===== config.mk =====
export PLATFORM = sky130hd
export DESIGN_NAME = gerenciador_ataque
export DESIGN_NICKNAME = d
export VERILOG_FILES = /design/src/rtl/batalha_pkg.sv /design/src/rtl/comparador_de_igualdade.sv /design/src/rtl/contador_vida.sv /design/src/rtl/decodificador_3bits.sv /design/src/rtl/gerenciador_ataque.sv
export SDC_FILE = /design/constraint.sdc
export NUM_CORES = 1
export LEC_CHECK = 0
export CAP_MARGIN = 20
export CORE_MARGIN = 3
export CORE_UTILIZATION = 45
export CTS_CLUSTER_DIAMETER = 200
export DETAILED_ROUTE_END_ITERATION = 7
export PLACE_DENSITY_LB_ADDON = 0.05
export SLEW_MARGIN = 30
export SYNTH_ARGS = -nofsm -noshare
export SYNTH_HDL_FRONTEND = slang
export SYNTH_SLANG_ARGS = --single-unit

===== constraint.sdc =====
create_clock -name clock -period 3.4 [get_ports clock]
set_clock_uncertainty 0.05 [all_clocks]
set_input_delay 0.68 -clock clock [delete_from_list [all_inputs] [get_ports clock]]
set_output_delay 0.68 -clock clock [all_outputs]
set_load 0.02 [all_outputs]

===== src/rtl/batalha_pkg.sv =====
// Shared constants and types for the 5x7 naval-battle board.
package batalha_pkg;

  localparam int NUM_COLS = 5;
  localparam int NUM_ROWS = 7;
  localparam int COORD_W  = 3;
  localparam int VIDA_W   = 3;
  localparam logic [VIDA_W-1:0] VIDA_MAX = 3'd7;

  // One board column; bit r is row r.
  typedef logic [NUM_ROWS-1:0] coluna_t;

endpackage


===== src/rtl/comparador_de_igualdade.sv =====
// Combinational equality of two board columns.
module comparador_de_igualdade
  import batalha_pkg::*;
(
  input  coluna_t a,
  input  coluna_t b,
  output logic    igual
);

  assign igual = (a == b);

endmodule


===== src/rtl/contador_vida.sv =====
// Miss counter: saturating increment, synchronous clear, async reset.
module contador_vida
  import batalha_pkg::*;
(
  input  logic              clock,
  input  logic              reset,
  input  logic              inc,
  input  logic              clear,
  output logic [VIDA_W-1:0] S
);

  always_ff @(posedge clock or posedge reset) begin
    if (reset) begin
      S <= '0;
    end else if (clear) begin
      S <= '0;
    end else if (inc && (S != VIDA_MAX)) begin
      S <= S + 1'b1;
    end
  end

endmodule


===== src/rtl/decodificador_3bits.sv =====
// Combinational 3-to-8 one-hot decoder.
module decodificador_3bits (
  input  logic [2:0] a,
  output logic       s0,
  output logic       s1,
  output logic       s2,
  output logic       s3,
  output logic       s4,
  output logic       s5,
  output logic       s6,
  output logic       s7
);

  assign s0 = (a == 3'd0);
  assign s1 = (a == 3'd1);
  assign s2 = (a == 3'd2);
  assign s3 = (a == 3'd3);
  assign s4 = (a == 3'd4);
  assign s5 = (a == 3'd5);
  assign s6 = (a == 3'd6);
  assign s7 = (a == 3'd7);

endmodule


===== src/rtl/gerenciador_ataque.sv =====
// Attack manager: evaluates confirmed shots against the hidden map,
// reveals hits, drives status LEDs and counts misses.
module gerenciador_ataque
  import batalha_pkg::*;
(
  input  logic               clock,
  input  logic               reset,
  input  logic               enable,
  input  logic               confirmar,
  input  logic [COORD_W-1:0] coordColuna,
  input  logic [COORD_W-1:0] coordLinha,
  input  coluna_t            mapa0,
  input  coluna_t            mapa1,
  input  coluna_t            mapa2,
  input  coluna_t            mapa3,
  input  coluna_t            mapa4,
  output coluna_t            matriz0,
  output coluna_t            matriz1,
  output coluna_t            matriz2,
  output coluna_t            matriz3,
  output coluna_t            matriz4,
  output logic               LED_R,
  output logic               LED_G,
  output logic               LED_B,
  output logic [VIDA_W-1:0]  vida
);

  logic                confirmar_q;
  logic                fire;
  logic [7:0]          col_sel;
  logic [7:0]          row_sel;
  logic                alvo_valido;
  coluna_t             mapa_v     [NUM_COLS];
  coluna_t             matriz_r   [NUM_COLS];
  coluna_t             matriz_nxt [NUM_COLS];
  logic [NUM_COLS-1:0] igual;
  logic                miss;

  assign fire = confirmar & ~confirmar_q & enable;

  assign mapa_v[0] = mapa0;
  assign mapa_v[1] = mapa1;
  assign mapa_v[2] = mapa2;
  assign mapa_v[3] = mapa3;
  assign mapa_v[4] = mapa4;

  decodificador_3bits u_dec_col (
    .a (coordColuna),
    .s0(col_sel[0]), .s1(col_sel[1]), .s2(col_sel[2]), .s3(col_sel[3]),
    .s4(col_sel[4]), .s5(col_sel[5]), .s6(col_sel[6]), .s7(col_sel[7])
  );

  decodificador_3bits u_dec_row (
    .a (coordLinha),
    .s0(row_sel[0]), .s1(row_sel[1]), .s2(row_sel[2]), .s3(row_sel[3]),
    .s4(row_sel[4]), .s5(row_sel[5]), .s6(row_sel[6]), .s7(row_sel[7])
  );

  // Off-board coordinates select no cell, so they fall through as misses.
  assign alvo_valido = ~(|col_sel[7:NUM_COLS]) & ~row_sel[7];

  always_comb begin
    for (int c = 0; c < NUM_COLS; c++) begin
      matriz_nxt[c] = matriz_r[c]
                    | (mapa_v[c] & row_sel[NUM_ROWS-1:0]
                       & {NUM_ROWS{col_sel[c] & alvo_valido}});
    end
  end

  // A shot is a hit exactly when it changes some column of the matrix.
  for (genvar c = 0; c < NUM_COLS; c++) begin : g_cmp
    comparador_de_igualdade u_cmp (
      .a    (matriz_r[c]),
      .b    (matriz_nxt[c]),
      .igual(igual[c])
    );
  end

  assign miss = &igual;

  always_ff @(posedge clock or posedge reset) begin
    if (reset) begin
      confirmar_q <= 1'b0;
      LED_R       <= 1'b0;
      LED_G       <= 1'b0;
      for (int c = 0; c < NUM_COLS; c++) matriz_r[c] <= '0;
    end else begin
      confirmar_q <= confirmar;
      if (!enable) begin
        LED_R <= 1'b0;
        LED_G <= 1'b0;
        for (int c = 0; c < NUM_COLS; c++) matriz_r[c] <= '0;
      end else if (fire) begin
        LED_R <= miss;
        LED_G <= ~miss;
        for (int c = 0; c < NUM_COLS; c++) matriz_r[c] <= matriz_nxt[c];
      end
    end
  end

  contador_vida u_vida (
    .clock(clock),
    .reset(reset),
    .inc  (fire & miss),
    .clear(~enable),
    .S    (vida)
  );

  assign matriz0 = matriz_r[0];
  assign matriz1 = matriz_r[1];
  assign matriz2 = matriz_r[2];
  assign matriz3 = matriz_r[3];
  assign matriz4 = matriz_r[4];
  assign LED_B   = 1'b0;

endmodule


==> summary.txt, run 1 <==
Critical path
  • CP Cell Sequence: clkdlybuf4s50_1 -> nor3b_1 -> a32oi_1 -> o211ai_1 -> a22o_1 -> nor3_1 -> o21a_1
  • Top Family by Delay on Critical Path: buffers and inverters
  • WP data arrival: 3.04 ns
  • Slowest stage delay, CP: 0.79 ns
  • Levels on crit path: 7
  • Critical path launch point type: input pin
  • Crit path buffers/inverters: 1
  • CP max FO: 16
  • CP max-delay cell: clkdlybuf4s50_1
  • Worst Path Required: 3.54 ns
  • R2R depth: 6
  • Critical path class: in -> reg
  • CP endpoint kind: register

Outcome
  • Status: complete, no violations

Power
  • Pleak: 0.001383 uW
  • Clock power share: 38.2%
  • VDD IR max: 218.8 uV
  • P per Cell Area: 321.4 mW/mm^2
  • Switching Share: 23.95%
  • Sw Pwr: 258.4 uW
  • Sequential Power Share: 45.9%
  • Tot Pwr: 1079 uW
  • Logic pwr share: 15.9%
  • Internal power: 820.5 uW

Placement
  • Port bufs: 84
  • RD Place Congestion: 0.8712
  • Post-DP HPWL: 5.131 mm

STA
  • Fmax: 344.6 MHz
  • Slew Limit Fails: 0
  • Tcrit/Tclk final: 85.36%
  • Slew headroom: 49.68%
  • Tightest Pin Transition: 0.7532 ns
  • Final Critical Period: 2.902 ns
  • Worst hold slack: 0.4702 ns
  • RSZ-0062 raised after global routing: no
  • Final hold viol count: 0
  • Setup violations, final: 0
  • Setup TNS: 0 ns

Floorplan
  • Die Area: 0.006071 mm^2
  • DIE HEIGHT: 77.92 um
  • Core Area: 0.004848 mm^2
  • Die Wd: 77.92 um
  • I/O pin total: 86
  • # rows: 25
  • Initial Utilization: 48.00%

Yosys
  • Post-synth EDFFs: 0
  • Cell count after synthesis: 239
  • Register area share after synthesis: 44.09%
  • Synth Cell Area: 0.002327 mm^2
  • Main combinational cell family by area after synthesis: simple AND/OR/NAND/NOR gates
  • Avg Synthesized Cell Area: 9.737 um^2
  • Post-synth ARST share: 100.0%
  • Synth Area in Adders: 1.075%
  • Synth warn: 0
  • Post-synthesis xor/xnor area fraction: 0%
  • Net Count, Synth: 286
  • Synth Area in Simple Gates: 31.13%
  • Main synth FF type: dfrtp_1
  • Synthesis-stage register bit count: 41
  • Synth unique cells: 45
  • Portion of netlist area occupied by mux cells: 1.290%
  • Compound-gate portion of the synthesized area: 17.10%

Layout
  • Final core occ: 69.24%
  • Commonest non-fill, non-tap cell in the layout: clkdlybuf4s50_1
  • Share of layout cells above drive strength 1: 7.077%
  • Most frequent cells in the layout: clkdlybuf4s50_1, dfrtp_1, nor2b_1
  • Antenna Cells: 0
  • Area Growth Syn to Fin: 44.25%
  • Final-stage net count: 371

Clock tree
  • CTS Buffer Depth: 2
  • CTS buffer count: 5
  • Cts hold-fix bufs: 0
  • Clk Latency, worst-skew pair: 0.30 ns
  • CTS tree: built
  • Postcts setup bufs: 0
  • CTS Root Cell: clkbuf_8
  • Clk pin slew, worst setup/hold paths: 0.08 ns
  • Post-cts sizing count: 0
  • H-tree depth: 2
  • Clk sink count: 41

GRT
  • GRT Total Usage: 23.00%
  • Number of global-route vias before repair: 2169
  • Antenna violations before repair: 0
  • Largest net degree at the start of global routing: 42
  • First-pass GRT wire length: 10.90 mm
  • Grt ovf: 0

Min path
  • Hold path depth: 1
  • Worst min path class: reg -> reg

Drt
  • DRT iter0 DRCs: 152
  • Vias: 2197
  • Vias per cell: 5.605
  • ANT nets after route: 0
  • Drt wl/cell: 17.09 um
  • DRT Pass-1 Iters: 4
  • Final WL: 6.700 mm
  • DRC violations left: 0

Job
  • Max-Cap Viols: 0
-- cells in the mapped netlist (5+ instances only) --
cell type	number	area (um^2)
dfrtp_1	41	1026
nor2b_1	34	212.7
a31oi_1	30	187.7
inv_1	11	41.29
nand2b_1	11	68.82
clkbuf_1	10	37.54
nand2_1	8	30.03
nand3b_1	8	60.06
nor2_1	8	30.03
nor3b_1	7	52.55
o32ai_1	7	61.31
and2_1	5	31.28
-- routing by layer --
layer  vias to the layer above  GRT usage, %  wire length, um  share of wire [%]
li1                       1033             -                -                  -
met1                      1059         32.14             2996                 45
met2                        96         36.04             3133                 47
met3                         9         5.800              501                7.5
met4                         0         5.245               69                1.0
met5                         -             0                0                  0
-- power by group through the flow --
stage | sequential [uW] | clock [uW] | combinational, uW
global route | 496 | 440 | 185
global placement | 505 | 0 | 172
detailed placement | 505 | 0 | 172
CTS | 495 | 422 | 173
finish | 495 | 412 | 172
floorplan | 509 | 0 | 77.0
-- through the flow --
step	area, um^2	std cells	worst slack, ns
floorplan	2327	239	1.249
global placement	3241	384	0.2732
detailed placement	3241	384	0.2104
CTS	3357	392	0.5294
global route	3357	392	0.3112
finish	3357	392	0.4977
-- worst paths after layout --
check | slack (ns) | from | to
worst max-delay path | 0.50 | coordLinha[0] | LED_R$_DFFE_PP0P_
worst min-delay path | 0.47 | matriz2[3]$_DFFE_PP0P_ | matriz2[3]$_DFFE_PP0P_
max in group asynchronous | 2.18 | reset | matriz2[4]$_DFFE_PP0P_
min in group asynchronous | 0.75 | reset | matriz0[1]$_DFFE_PP0P_
worst min register to register | 0.47 | matriz2[3]$_DFFE_PP0P_ | matriz2[3]$_DFFE_PP0P_
worst max register to register | 1.60 | matriz3[3]$_DFFE_PP0P_ | u_vida.S[1]$_DFFE_PP0P_
-- logic make-up (layout without fill, tap and decap cells) --
logic type                 after synthesis  after routing
muxes                                    3              3
and+or+nand+nor                        110            110
adders and majority gates                2              2
other                                    1              1
buffers and inverters                   26            112
AOI/OAI and AO/OA                       56             56
DFF                                     41             41
-- registers in the layout, indices dropped and copies added (netlist names) --
| name | cells |
|---|---|
| LED_G | 1 |
| LED_R | 1 |
| confirmar_q | 1 |
| matriz0 | 7 |
| matriz1 | 7 |
| matriz2 | 7 |
| matriz3 | 7 |
| matriz4 | 7 |
| u_vida.S | 3 |
-- area by class of cell --
type                    instances  area (um^2)
multi-input cells             172         1181
fillers                       417         1491
flip-flops and latches         41         1026
inverters                      11        41.29
clock inverters                 1        30.03
clock buffers                   7        86.33
repair buffers                 93        908.4
well taps                      67        83.83
Power figures use the tool's default switching activity.
==> run 2, diff against run 1 <==
--- a/config.mk
+++ b/config.mk
@@ -6,11 +6,12 @@
 export NUM_CORES = 1
 export LEC_CHECK = 0
 export CAP_MARGIN = 20
-export CORE_MARGIN = 3
+export CORE_MARGIN = 2
 export CORE_UTILIZATION = 45
 export CTS_CLUSTER_DIAMETER = 200
 export DETAILED_ROUTE_END_ITERATION = 7
 export PLACE_DENSITY_LB_ADDON = 0.05
+export RECOVER_POWER = 50
 export SLEW_MARGIN = 30
 export SYNTH_ARGS = -nofsm -noshare
 export SYNTH_HDL_FRONTEND = slang
==> run 2 against run 1 <==
Net effect: worst hold slack got worse by 0.0048 ns; flip-flop and latch count did not move; combinational power barely moved; first-iteration DRC count rose by 26%; sequential power barely moved; cell area fell by 1.2%; register-to-register slack improved by 0.04 ns; total power fell by 8.5%; critical path depth did not move; non-clock buffer count fell by 1; clock-buffer cell count did not move; maximum frequency rose by 1.7%; highest routed layer unchanged.
==> summary.txt, run 2 (synthesis results as in run 1) <==
Outcome
  • Status: complete, no violations

Clock tree
  • Postcts setup bufs: 0 (unchanged)
  • Cts hold-fix bufs: 0 (unchanged)
  • CTS buffer count: 5 (unchanged)
  • Clk Latency, worst-skew pair: 0.29 ns (about the same)
  • Clk sink count: 41 (unchanged)
  • Post-cts sizing count: 0 (unchanged)
  • Clk pin slew, worst setup/hold paths: 0.08 ns (about the same)
  • CTS Buffer Depth: 2 (unchanged)
  • H-tree depth: 2 (unchanged)
  • CTS tree: built
  • CTS Root Cell: clkbuf_8

STA
  • Tcrit/Tclk final: 83.94% (-1.4 points)
  • Setup violations, final: 0 (unchanged)
  • Slew Limit Fails: 0 (unchanged)
  • Slew headroom: 30.64% (-19 points)
  • Setup TNS: 0 ns (unchanged)
  • Fmax: 350.4 MHz (+1.7%)
  • RSZ-0062 raised after global routing: no
  • Tightest Pin Transition: 1.040 ns (+0.2871 ns)
  • Final Critical Period: 2.854 ns (-0.04851 ns)
  • Final hold viol count: 0 (unchanged)

Drt
  • DRT iter0 DRCs: 192 (+26%)
  • Vias per cell: 5.509 (-1.7%)
  • DRT Pass-1 Iters: 6 (+2)
  • Vias: 2165 (-1.5%)
  • Drt wl/cell: 17.11 um (+0.13%)
  • Final WL: 6.726 mm (+0.39%)
  • DRC violations left: 0 (unchanged)
  • ANT nets after route: 0 (unchanged)

Power
  • Logic pwr share: 17.3% (+1.4 points)
  • Sequential Power Share: 50.1% (+4.2 points)
  • Sw Pwr: 247.4 uW (-4.2%)
  • Tot Pwr: 987.1 uW (-8.5%)
  • Switching Share: 25.07% (+1.1 points)
  • P per Cell Area: 297.7 mW/mm^2 (-7.4%)
  • VDD IR max: 207.3 uV (-5.2%)
  • Clock power share: 32.6% (-5.6 points)
  • Pleak: 0.001429 uW (+3.4%)
  • Internal power: 739.7 uW (-9.9%)

Floorplan
  • Initial Utilization: 46.15% (-1.8 points)
  • I/O pin total: 86 (unchanged)
  • # rows: 26 (+4.0%)
  • Die Area: 0.005763 mm^2 (-5.1%)
  • Core Area: 0.005042 mm^2 (+4.0%)
  • Die Wd: 75.92 um (-2.6%)
  • DIE HEIGHT: 75.92 um (-2.6%)

Critical path
  • Worst Path Required: 3.56 ns (+0.02 ns)
  • WP data arrival: 3.02 ns (-0.02 ns)
  • Critical path class: in -> reg
  • Critical path launch point type: input pin
  • CP max FO: 16 (unchanged)
  • CP endpoint kind: register

Job
  • Max-Cap Viols: 0 (unchanged)

Layout
  • Final-stage net count: 370 (-0.27%)
  • Area Growth Syn to Fin: 42.47%
  • Most frequent cells in the layout: clkdlybuf4s50_1, dfrtp_1, nor2b_1
  • Share of layout cells above drive strength 1: 6.811% (-0.27 points)
  • Commonest non-fill, non-tap cell in the layout: clkdlybuf4s50_1
  • Antenna Cells: 0 (unchanged)

GRT
  • Largest net degree at the start of global routing: 42 (unchanged)
  • GRT Total Usage: 23.95% (+0.95 points)
  • Grt ovf: 0 (unchanged)
  • Number of global-route vias before repair: 2153 (-0.74%)
  • First-pass GRT wire length: 11.01 mm (+1.0%)
  • Antenna violations before repair: 0 (unchanged)

Min path
  • Worst min path class: reg -> reg

Placement
  • Post-DP HPWL: 5.010 mm (-2.4%)
  • Port bufs: 84 (unchanged)
  • RD Place Congestion: 0.9160 (+5.1%)
-- run 2: cell types whose count changed in the layout (fill, tap and decap cells not counted) --
cell / before / now
bufinv_16: 1 / 0
clkdlybuf4s50_1: 84 / 62
buf_2: 0 / 1
clkbuf_2: 0 / 1
buf_4: 9 / 7
dlygate4sd3_1: 0 / 21
-- run 2: path summary, 6_finish.rpt --
check,startpoint,to,slack [ns],cells past startpoint
min in group asynchronous,reset,matriz3[3]$_DFFE_PP0P_,1.10,3
min reg2reg,matriz2[3]$_DFFE_PP0P_,matriz2[3]$_DFFE_PP0P_,0.47,1
min,matriz2[3]$_DFFE_PP0P_,matriz2[3]$_DFFE_PP0P_,0.47,1
max in group asynchronous,reset,matriz0[2]$_DFFE_PP0P_,1.55,3
max,coordLinha[0],u_vida.S[1]$_DFFE_PP0P_,0.55,7
max reg2reg,matriz3[3]$_DFFE_PP0P_,u_vida.S[1]$_DFFE_PP0P_,1.64,6
-- run 2: worst max-delay path: stages --
cell and delay [ns]:
clkdlybuf4s50_1 0.67, and3b_1 0.43, a32oi_1 0.23, o211ai_1 0.13
a22o_1 0.25, nor4_4 0.39, mux2i_1 0.22
-- run 2: metrics by stage --
stage	worst slack (ns)	std cells	area [um^2]	utilization (%)	hold WS, ns
3_3_place_gp	0.3240	386	3237	64.19	0.4456
6_report	0.5462	393	3316	65.76	0.4654
3_5_place_dp	0.2554	386	3237	64.19	0.4524
5_1_grt	0.4440	393	3316	65.76	0.5054
2_1_floorplan	1.249	239	2327	-	0.5704
4_1_cts	0.5594	393	3323	65.91	0.4702
-- run 2: final cells by class --
type                    instances  area [um^2]
repair buffers                 92        893.4
well taps                      70        87.58
flip-flops and latches         41         1026
fillers                       441         1727
multi-input cells             172         1181
inverters                      11        41.29
clock buffers                   7        86.33
-- run 2: routing by layer --
| layer | vias to the layer above | global-route usage, % | part of all wire [%] |
|---|---|---|---|
| li1 | 1040 | - | - |
| met1 | 1052 | 34.39 | 47 |
| met2 | 66 | 37.59 | 47 |
| met3 | 7 | 5.357 | 4.7 |
| met4 | 0 | 4.909 | 0.95 |
| met5 | - | 0 | 0 |
-- run 2: power groups by stage --
stage               registers (uW)  logic (uW)  clock network (uW)
global route                   495         185                 347
floorplan                      509        77.0                   0
finish                         495         171                 321
detailed placement             504         173                   0
global placement               504         172                   0
CTS                            495         173                 326
==> run 3, diff against run 2 <==
--- a/config.mk
+++ b/config.mk
@@ -7,7 +7,7 @@
 export LEC_CHECK = 0
 export CAP_MARGIN = 20
 export CORE_MARGIN = 2
-export CORE_UTILIZATION = 45
+export CORE_UTILIZATION = 40
 export CTS_CLUSTER_DIAMETER = 200
 export DETAILED_ROUTE_END_ITERATION = 7
 export PLACE_DENSITY_LB_ADDON = 0.05
==> constraint.sdc (replaced) <==
create_clock -name clock -period 2.5 [get_ports clock]
set_clock_uncertainty 0.05 [all_clocks]
set_input_delay 0.5 -clock clock [delete_from_list [all_inputs] [get_ports clock]]
set_output_delay 0.5 -clock clock [all_outputs]
set_load 0.02 [all_outputs]
==> run 3 against run 2 <==
Net effect: clock power rose by 77%; die area is 12% higher; worst hold slack better by 0.011 ns; wire length up 6.7%; cell count up 5.9%; critical path type unchanged.
==> summary.txt, run 3 (synthesis results as in run 1) <==
GRT
  • Largest net degree at the start of global routing: 44 (+4.8%)
  • Number of global-route vias before repair: 2211 (+2.7%)
  • First-pass GRT wire length: 11.29 mm (+2.5%)
  • Antenna violations before repair: 0 (unchanged)
  • Grt ovf: 0 (unchanged)
  • GRT Total Usage: 23.22% (-0.73 points)

STA
  • Fmax: 436.1 MHz
  • Final hold viol count: 0 (unchanged)
  • Slew headroom: 32.37% (+1.7 points)
  • RSZ-0062 raised after global routing: no
  • Setup violations, final: 0 (unchanged)
  • Final Critical Period: 2.293 ns
  • Slew Limit Fails: 0 (unchanged)
  • Worst hold slack: 0.4760 ns (+0.01066 ns)
  • Tightest Pin Transition: 1.014 ns (-0.02592 ns)
  • Tcrit/Tclk final: 91.72%

Min path
  • Hold Crit Start: matriz2[3]$_DFFE_PP0P_
  • Worst Hold End: matriz2[3]$_DFFE_PP0P_
  • Worst min path class: reg -> reg
  • Hold path depth: 1 (unchanged)

Placement
  • DP Area: 0.003382 mm^2 (+4.5%)
  • Post-DP HPWL: 5.350 mm (+6.8%)
  • Dpl cells: 407 (+5.4%)
  • RD Place Congestion: 0.9168 (about the same)
  • Port bufs: 84 (unchanged)

Layout
  • Commonest non-fill, non-tap cell in the layout: clkdlybuf4s50_1
  • Final std cells w/o fill: 416 (+5.9%)
  • Final core occ: 63.32% (-2.4 points)
  • Share of layout cells above drive strength 1: 12.79% (+6.0 points)
  • Antenna Cells: 0 (unchanged)
  • Fillers: 493 (+12%)
  • Fin area: 0.003530 mm^2 (+6.5%)
  • Final-stage net count: 390 (+5.4%)
  • Area Growth Syn to Fin: 51.67%
  • Most frequent cells in the layout: clkdlybuf4s50_1, dfrtp_1, nor2b_1

Critical path
  • Worst Path Required: 2.67 ns (-0.89 ns)
  • WP data arrival: 2.46 ns (-0.56 ns)
  • Reg-to-Reg Start: matriz3[3]$_DFFE_PP0P_
  • Critical path class: in -> reg
  • CP max-delay cell: clkdlybuf4s50_1
  • R2R depth: 6 (unchanged)
  • Top Family by Delay on Critical Path: simple AND/OR/NAND/NOR gates
  • CP Cell Sequence: clkdlybuf4s50_1 -> buf_4 -> nor2_1 -> and3_1 -> o31ai_1 -> nand4_1 -> nor4_4 -> mux2i_1
  • Critical path launch point type: input pin
  • Crit path buffers/inverters: 2 (+1)
  • Reg-to-reg slack, setup: 0.52 ns (-1.12 ns)
  • CP endpoint kind: register
  • Endpoint of the worst register-to-register path: u_vida.S[1]$_DFFE_PP0P_
  • CP max FO: 5 (-11)
  • Slowest stage delay, CP: 0.49 ns (-0.18 ns)

Drt
  • Vias: 2280 (+5.3%)
  • DRT iter0 DRCs: 89 (-54%)
  • Vias per cell: 5.481 (-0.51%)
  • Final WL: 7.177 mm (+6.7%)
  • ANT nets after route: 0 (unchanged)
  • DRT Pass-1 Iters: 4 (-2)
  • DRC violations left: 0 (unchanged)
  • Drt wl/cell: 17.25 um (+0.81%)

Clock tree
  • H-tree depth: 2 (unchanged)
  • CTS Root Cell: clkbuf_8
  • CTS Buffer Depth: 2 (unchanged)
  • CTS buffer count: 5 (unchanged)
  • Postcts setup bufs: 0 (unchanged)
  • Post-cts sizing count: 0 (unchanged)
  • CTS tree: built
  • Cts hold-fix bufs: 0 (unchanged)
  • Clk pin slew, worst setup/hold paths: 0.08 ns (about the same)
  • Clk sink count: 41 (unchanged)
  • Clk Latency, worst-skew pair: 0.29 ns (about the same)

Floorplan
  • # rows: 27 (+3.8%)
  • I/O pin total: 86 (unchanged)
  • Die Wd: 80.28 um (+5.7%)
  • DIE HEIGHT: 80.28 um (+5.7%)
  • Core Area: 0.005574 mm^2 (+11%)
  • Initial Utilization: 41.75% (-4.4 points)
  • Die Area: 0.006444 mm^2 (+12%)

Job
  • Max-Cap Viols: 0 (unchanged)

Power
  • P per Cell Area: 424.8 mW/mm^2 (+43%)
  • VDD IR max: 271.1 uV (+31%)
  • Pleak: 0.001550 uW (+8.5%)
  • Tot Pwr: 1499 uW (+52%)

Outcome
  • Status: complete, no violations
==> run 3: cell types whose count changed in the layout (fill, tap and decap cells not counted), sizes merged <==
cell | before | now
buf | 8 | 26
dlygate4sd3 | 21 | 16
clkdlybuf4s50 | 62 | 65
dlymetal6s2s | 0 | 3
bufinv | 0 | 1
clkinvlp | 0 | 1
==> run 3: cell type report <==
class,instances,area (um^2),share of cell area (%)
flip-flops and latches,41,1026,29.07
repair buffers,112,1061,30.06
clock buffers,6,82.58,2.340
inverters,11,41.29,1.170
clock inverters,2,37.54,1.063
multi-input cells,172,1191,33.75
well taps,72,90.09,2.552
==> run 3: where the power goes <==
part / internal, uW / total (uW) / switching (uW) / leakage (uW)
clock network: 325 / 568 / 243 / 0.0000574
logic: 137 / 259 / 122 / 0.000924
registers: 669 / 673 / 4.15 / 0.000569
total: 1130 / 1500 / 368 / 0.00155
==> run 3: metrics by stage <==
| step | setup WS (ns) | setup TNS [ns] |
|---|---|---|
| global route | 0.07656 | 0 |
| global placement | -0.2323 | -0.9991 |
| CTS | 0.02094 | 0 |
| finish | 0.2071 | 0 |
| detailed placement | -0.3046 | -1.241 |
| floorplan | 0.5293 | 0 |
==> run 3: worst max-delay path by stage <==
stage,from,end,slack [ns],depth (start not counted)
2_1_floorplan,coordLinha[2],u_vida.S[0]$_DFFE_PP0P_,0.53,7
3_3_place_gp,coordLinha[2],LED_R$_DFFE_PP0P_,-0.23,8
3_5_place_dp,coordLinha[2],u_vida.S[1]$_DFFE_PP0P_,-0.30,8
4_1_cts,coordLinha[2],u_vida.S[1]$_DFFE_PP0P_,0.02,8
5_1_grt,coordColuna[2],u_vida.S[1]$_DFFE_PP0P_,0.08,7
6_report,coordColuna[1],u_vida.S[1]$_DFFE_PP0P_,0.21,8
==> run 3: worst register-to-register path, cell delays in order (launching register included) <==
cell and delay, ns:
dfrtp_1 0.36, nand2b_1 0.12, a2bb2o_4 0.22, o31ai_2 0.22, nand4_1 0.22, nor4_4 0.46, mux2i_1 0.25
==> run 3: metal layers <==
metal / vias to the layer above / GRT usage (%) / share of wire, %
met3: 12 / 4.719 / 7.1
met4: 0 / 9.322 / 2.2
met1: 1082 / 32.81 / 46
met2: 97 / 34.67 / 45
met5: - / 0 / 0
li1: 1089 / - / -
